File: config.mk
export PLATFORM = sky130hd
export DESIGN_NAME = sram_like_arbiter
export DESIGN_NICKNAME = d
export VERILOG_FILES = /design/src/rtl/sram_like_arbiter.sv
export SDC_FILE = /design/constraint.sdc
export NUM_CORES = 1
export LEC_CHECK = 0
export ABC_AREA = 1
export BUFFER_PORTS_ARGS = -buffer_cell sky130_fd_sc_hd__buf_2
export CORE_AREA = 2 2 126 128
export DETAILED_ROUTE_END_ITERATION = 6
export DIE_AREA = 0 0 128 130
export GPL_TIMING_DRIVEN = 1
export PLACE_DENSITY = 0.43
export SLEW_MARGIN = 20
export SYNTH_ARGS = -nofsm -noshare
export SYNTH_HDL_FRONTEND = slang
export SYNTH_SLANG_ARGS = --single-unit
File: constraint.sdc
create_clock -name clk -period 4.3 [get_ports clk]
set_clock_uncertainty 0.15 [all_clocks]
set_input_delay 0.215 -clock clk [delete_from_list [all_inputs] [get_ports clk]]
set_output_delay 0.215 -clock clk [all_outputs]
set_load 0.02 [all_outputs]
File: src/rtl/sram_like_arbiter.sv
// Shares one SRAM-like slave port between inst and data masters, with in-order response routing.
// Optional SRAM_ARB_RR_EN: round-robin on unlocked ties instead of fixed data-over-inst priority.
module sram_like_arbiter #(
  parameter int OST_DEPTH = 4,
  parameter int PTR_W     = 2
) (
  input  logic             clk,
  input  logic             reset,
  input  logic             inst_req,
  input  logic             inst_wr,
  input  logic [1:0]       inst_size,
  input  logic [3:0]       inst_wstrb,
  input  logic [31:0]      inst_addr,
  input  logic [31:0]      inst_wdata,
  output logic             inst_addr_ok,
  output logic             inst_data_ok,
  output logic [31:0]      inst_rdata,
  input  logic             data_req,
  input  logic             data_wr,
  input  logic [1:0]       data_size,
  input  logic [3:0]       data_wstrb,
  input  logic [31:0]      data_addr,
  input  logic [31:0]      data_wdata,
  output logic             data_addr_ok,
  output logic             data_data_ok,
  output logic [31:0]      data_rdata,
  output logic             bus_req,
  output logic             bus_wr,
  output logic [1:0]       bus_size,
  output logic [3:0]       bus_wstrb,
  output logic [31:0]      bus_addr,
  output logic [31:0]      bus_wdata,
  input  logic             bus_addr_ok,
  input  logic             bus_data_ok,
  input  logic [31:0]      bus_rdata,
  output logic [PTR_W:0]   ost_cnt,
  output logic             proto_err
);

  typedef enum logic {M_INST = 1'b0, M_DATA = 1'b1} master_e;

  localparam logic [PTR_W:0] CNT_FULL = (PTR_W+1)'(OST_DEPTH);

  logic             lock_q, lock_d;
  master_e          lock_id_q, lock_id_d;
  master_e          fifo_q [OST_DEPTH];
  master_e          fifo_d [OST_DEPTH];
  logic [PTR_W-1:0] rd_ptr_q, rd_ptr_d, wr_ptr_q, wr_ptr_d;
  logic [PTR_W:0]   cnt_q, cnt_d;
  logic             proto_err_q, proto_err_d;
`ifdef SRAM_ARB_RR_EN
  master_e          rr_last_q, rr_last_d;
`endif

  logic    full, accept, pop;
  master_e sel, head;

  always_comb begin
    full = (cnt_q == CNT_FULL);
    if (lock_q) begin
      sel = lock_id_q;
    end else if (inst_req && data_req) begin
`ifdef SRAM_ARB_RR_EN
      sel = (rr_last_q == M_INST) ? M_DATA : M_INST;
`else
      sel = M_DATA;
`endif
    end else if (data_req) begin
      sel = M_DATA;
    end else begin
      sel = M_INST;
    end
  end

  always_comb begin
    bus_req   = 1'b0;
    bus_wr    = 1'b0;
    bus_size  = '0;
    bus_wstrb = '0;
    bus_addr  = '0;
    bus_wdata = '0;
    if (!full) begin
      if (sel == M_DATA) begin
        bus_req = data_req;
      end else begin
        bus_req = inst_req;
      end
    end
    if (bus_req) begin
      if (sel == M_DATA) begin
        bus_wr    = data_wr;
        bus_size  = data_size;
        bus_wstrb = data_wstrb;
        bus_addr  = data_addr;
        bus_wdata = data_wdata;
      end else begin
        bus_wr    = inst_wr;
        bus_size  = inst_size;
        bus_wstrb = inst_wstrb;
        bus_addr  = inst_addr;
        bus_wdata = inst_wdata;
      end
    end
  end

  always_comb begin
    accept       = bus_req && bus_addr_ok;
    pop          = bus_data_ok && (cnt_q != '0);
    head         = fifo_q[rd_ptr_q];
    inst_addr_ok = accept && (sel == M_INST);
    data_addr_ok = accept && (sel == M_DATA);
    inst_data_ok = pop && (head == M_INST);
    data_data_ok = pop && (head == M_DATA);
    inst_rdata   = bus_rdata;
    data_rdata   = bus_rdata;
    ost_cnt      = cnt_q;
    proto_err    = proto_err_q;
  end

  always_comb begin
    lock_d      = lock_q;
    lock_id_d   = lock_id_q;
    fifo_d      = fifo_q;
    wr_ptr_d    = wr_ptr_q;
    rd_ptr_d    = rd_ptr_q;
    cnt_d       = cnt_q;
    proto_err_d = proto_err_q | (bus_data_ok && (cnt_q == '0));
`ifdef SRAM_ARB_RR_EN
    rr_last_d   = rr_last_q;
`endif
    if (accept) begin
      lock_d           = 1'b0;
      fifo_d[wr_ptr_q] = sel;
      wr_ptr_d         = wr_ptr_q + 1'b1;
`ifdef SRAM_ARB_RR_EN
      rr_last_d        = sel;
`endif
    end else if (bus_req) begin
      lock_d    = 1'b1;
      lock_id_d = sel;
    end
    if (pop) begin
      rd_ptr_d = rd_ptr_q + 1'b1;
    end
    // Count uses the registered value only: a pop while full frees the slot next cycle.
    if (accept && !pop) begin
      cnt_d = cnt_q + 1'b1;
    end else if (!accept && pop) begin
      cnt_d = cnt_q - 1'b1;
    end
  end

  always_ff @(posedge clk or posedge reset) begin
    if (reset) begin
      lock_q      <= 1'b0;
      lock_id_q   <= M_INST;
      for (int unsigned i = 0; i < OST_DEPTH; i++) begin
        fifo_q[i] <= M_INST;
      end
      rd_ptr_q    <= '0;
      wr_ptr_q    <= '0;
      cnt_q       <= '0;
      proto_err_q <= 1'b0;
`ifdef SRAM_ARB_RR_EN
      rr_last_q   <= M_INST;
`endif
    end else begin
      lock_q      <= lock_d;
      lock_id_q   <= lock_id_d;
      fifo_q      <= fifo_d;
      rd_ptr_q    <= rd_ptr_d;
      wr_ptr_q    <= wr_ptr_d;
      cnt_q       <= cnt_d;
      proto_err_q <= proto_err_d;
`ifdef SRAM_ARB_RR_EN
      rr_last_q   <= rr_last_d;
`endif
    end
  end

endmodule

==> impl_metrics.json <==
{
  "grt_pass1_vias": 2594,
  "hold_violations": 0,
  "gp_congestion": 0.771,
  "drive_above_1_share_pct": 45.1,
  "drcViolationCount": 0,
  "startpoint_type": "flip-flop",
  "ioPinCount": 324,
  "required_ps": 3930,
  "power_leakage_nw": 1.86,
  "slowest_stage": "clkinv_2",
  "firstDrtPassIters": 4,
  "cts_tree": "done",
  "rsz0062_at_grt": "false",
  "clk_pin_slew_worst_paths_ps": 50,
  "grt-ovfl-total": 0,
  "syn_area_per_cell_um2": 5.97,
  "nets": 730,
  "tns_ps": 0,
  "die-area_um2": 16600,
  "final_cell_mix": "227 x buf_2, 170 x nand2_1, 75 x a21oi_1",
  "post-cts-setup-buffers": 0,
  "worstPathArrival_ps": 2370,
  "syn2layout_area_growth_pct": 35.3,
  "port_buffers": 227,
  "dp_slack_ps": 1840,
  "critical_path_class": "reg2out",
  "ys_types": 24,
  "post_drt_wl_per_cell_um": 14.4,
  "syn_inst": 395,
  "synth.area.top_cells": "nand2_1 27%, buf_4 24%, a21oi_1 16%",
  "min_path_type": "in2reg",
  "ant_nets": 0,
  "holdPathStages": 2,
  "grt_pass1_wl_mm": 14.8,
  "status": "finished, final reports clean",
  "netlist.area_leader.share_pct": 27.0,
  "p_per_area_nw_per_um2": 712,
  "fillers": 1826,
  "synth_area_leader_cell": "nand2_1",
  "antenna_found_initial": 1,
  "place_area_um2": 3090,
  "finalCritPeriodShare_pct": 63.6,
  "die_y_um": 130,
  "reg2reg_setup_slack_ps": 1990,
  "wl_mm": 10.6,
  "worstRegToRegCells": 12,
  "rr_endpoint": "ost_cnt[2]",
  "cts_buffers": 3,
  "crit_chain": "inv_1 -> nand2_1 -> nand2_2 -> clkinv_2 -> buf_4 -> nand2_1 -> a21oi_1 -> buf_2",
  "start_util_pct": 15.3,
  "ys_ff_latch": 14,
  "rows": 46,
  "finish.utilization_pct": 20.7,
  "synth_warnings": 0,
  "end_kind": "primary output",
  "syn_area_um2": 2360,
  "core_um2": 15400,
  "fin_area_um2": 3190,
  "ys_seq_area_share_pct": 14.8,
  "dr.first_iter.drc_count": 108,
  "hp-start": "bus_data_ok",
  "reg2reg_from": "ost_cnt[0]",
  "whs_endpoint": "proto_err",
  "layout_commonest_cell": "buf_2",
  "clk_latency_ps": 240,
  "holdWs_ps": 115,
  "synth_nets": 581,
  "maxCapViolCount": 0,
  "crit_fanout": 64,
  "vdd_drop_max_mv": 0.588,
  "min_period_ps": 2740,
  "fmax_mhz": 365,
  "cts_buffer_depth": 2,
  "grt_usage_pct": 11.3,
  "setup_viol_count_final": 0,
  "h-tree-depth": 1,
  "maxSlewViolCount": 0,
  "clockRootBuffer": "clkbuf_16",
  "dp_hpwl_mm": 8.57,
  "cts_sinks": 14,
  "vias": 2894,
  "tightest_slew_ps": 912,
  "crit_top_cell": "nand2_1",
  "grt_max_degree": 78,
  "fp.dieW_um": 128,
  "drt-vias-per-instance": 3.93,
  "slew_headroom_pct": 39.1,
  "fin_ws_ps": 1560,
  "slowest_delay_ps": 690
}
-- flip-flops by register name (all words and copies together), names as in the netlist --
name,count
proto_err,1
lock_id_q,1
ost_cnt,3
wr_ptr_q,2
lock_q,1
rd_ptr_q,2
fifo_q,4
-- Yosys cell counts --
cell / count
xor2_1: 2
nor2_1: 6
buf_6: 8
a21oi_1: 75
fa_1: 1
nand3_1: 3
clkbuf_1: 1
nand2_4: 1
ha_1: 5
mux2_2: 1
nor2_4: 1
nand2_1: 170
inv_1: 10
nand3_2: 1
dfrtp_1: 14
nand2_2: 2
nor2_2: 1
buf_4: 74
a31o_2: 1
xnor2_1: 1
o21ai_0: 2
inv_2: 3
buf_2: 4
nand4_1: 8
-- cell type report --
class	count	area, µm²	share of cell area [%]
inverters	13	50.0	1.57
clock buffers	4	88.8	2.78
well taps	192	240	7.53
flip-flops and latches	14	350	11.0
repair buffers	231	1170	36.6
diodes	1	2.50	0.0784
multi-input cells	281	1290	40.5
-- worst max-delay path: cells and delay by family (launching register included) --
| family | cells | cell delay [ps] |
|---|---|---|
| buf+inv | 4 | 1420 |
| flops | 1 | 380 |
| simple gates | 3 | 230 |
| compound gates | 1 | 60 |
-- cell families after synthesis --
kind of cell,synth area share (%)
and+or+nand+nor,32.9
adders and majority gates,3.50
xor gates and xnor gates,1.11
buffers and inverters,30.4
AOI/OAI and AO/OA,16.7
muxes,0.477
DFF,14.8
-- how the worst max path moves through the flow --
stage | start | end | cells after the start
2_1_floorplan | ost_cnt[0] | ost_cnt[2] | 12
3_3_place_gp | lock_q | bus_wdata[4] | 8
3_5_place_dp | lock_q | bus_addr[8] | 8
4_1_cts | lock_q | bus_addr[8] | 8
5_1_grt | lock_q | bus_addr[9] | 8
6_report | lock_q | bus_wdata[4] | 8
-- per-stage QoR --
step	cells	power, mW
CTS	735	2.30
global route	736	2.49
floorplan	395	1.68
global placement	730	2.10
detailed placement	730	2.09
finish	736	2.27
-- layer usage --
layer,vias to the layer above,part of all wire (%),GRT usage (%)
met5,-,0,0
met4,0,2.2,3.23
met3,22,8.5,3.16
met2,152,50,20.4
met1,1234,39,13.1
li1,1486,-,-
-- power by group --
part	total (mW)	leakage, nW	internal [mW]	switching [mW]
Clock	0.198	0.0442	0.141	0.0572
Combinational	1.82	1.65	0.566	1.25
Sequential	0.256	0.168	0.198	0.0580
-- timing repair --
item,in CTS,in global routing
hold endpoints to repair,14,0
gates resized for setup,0,0
setup endpoints to repair,0,0
hold buffers,1,0
Power figures use the tool's default switching activity.
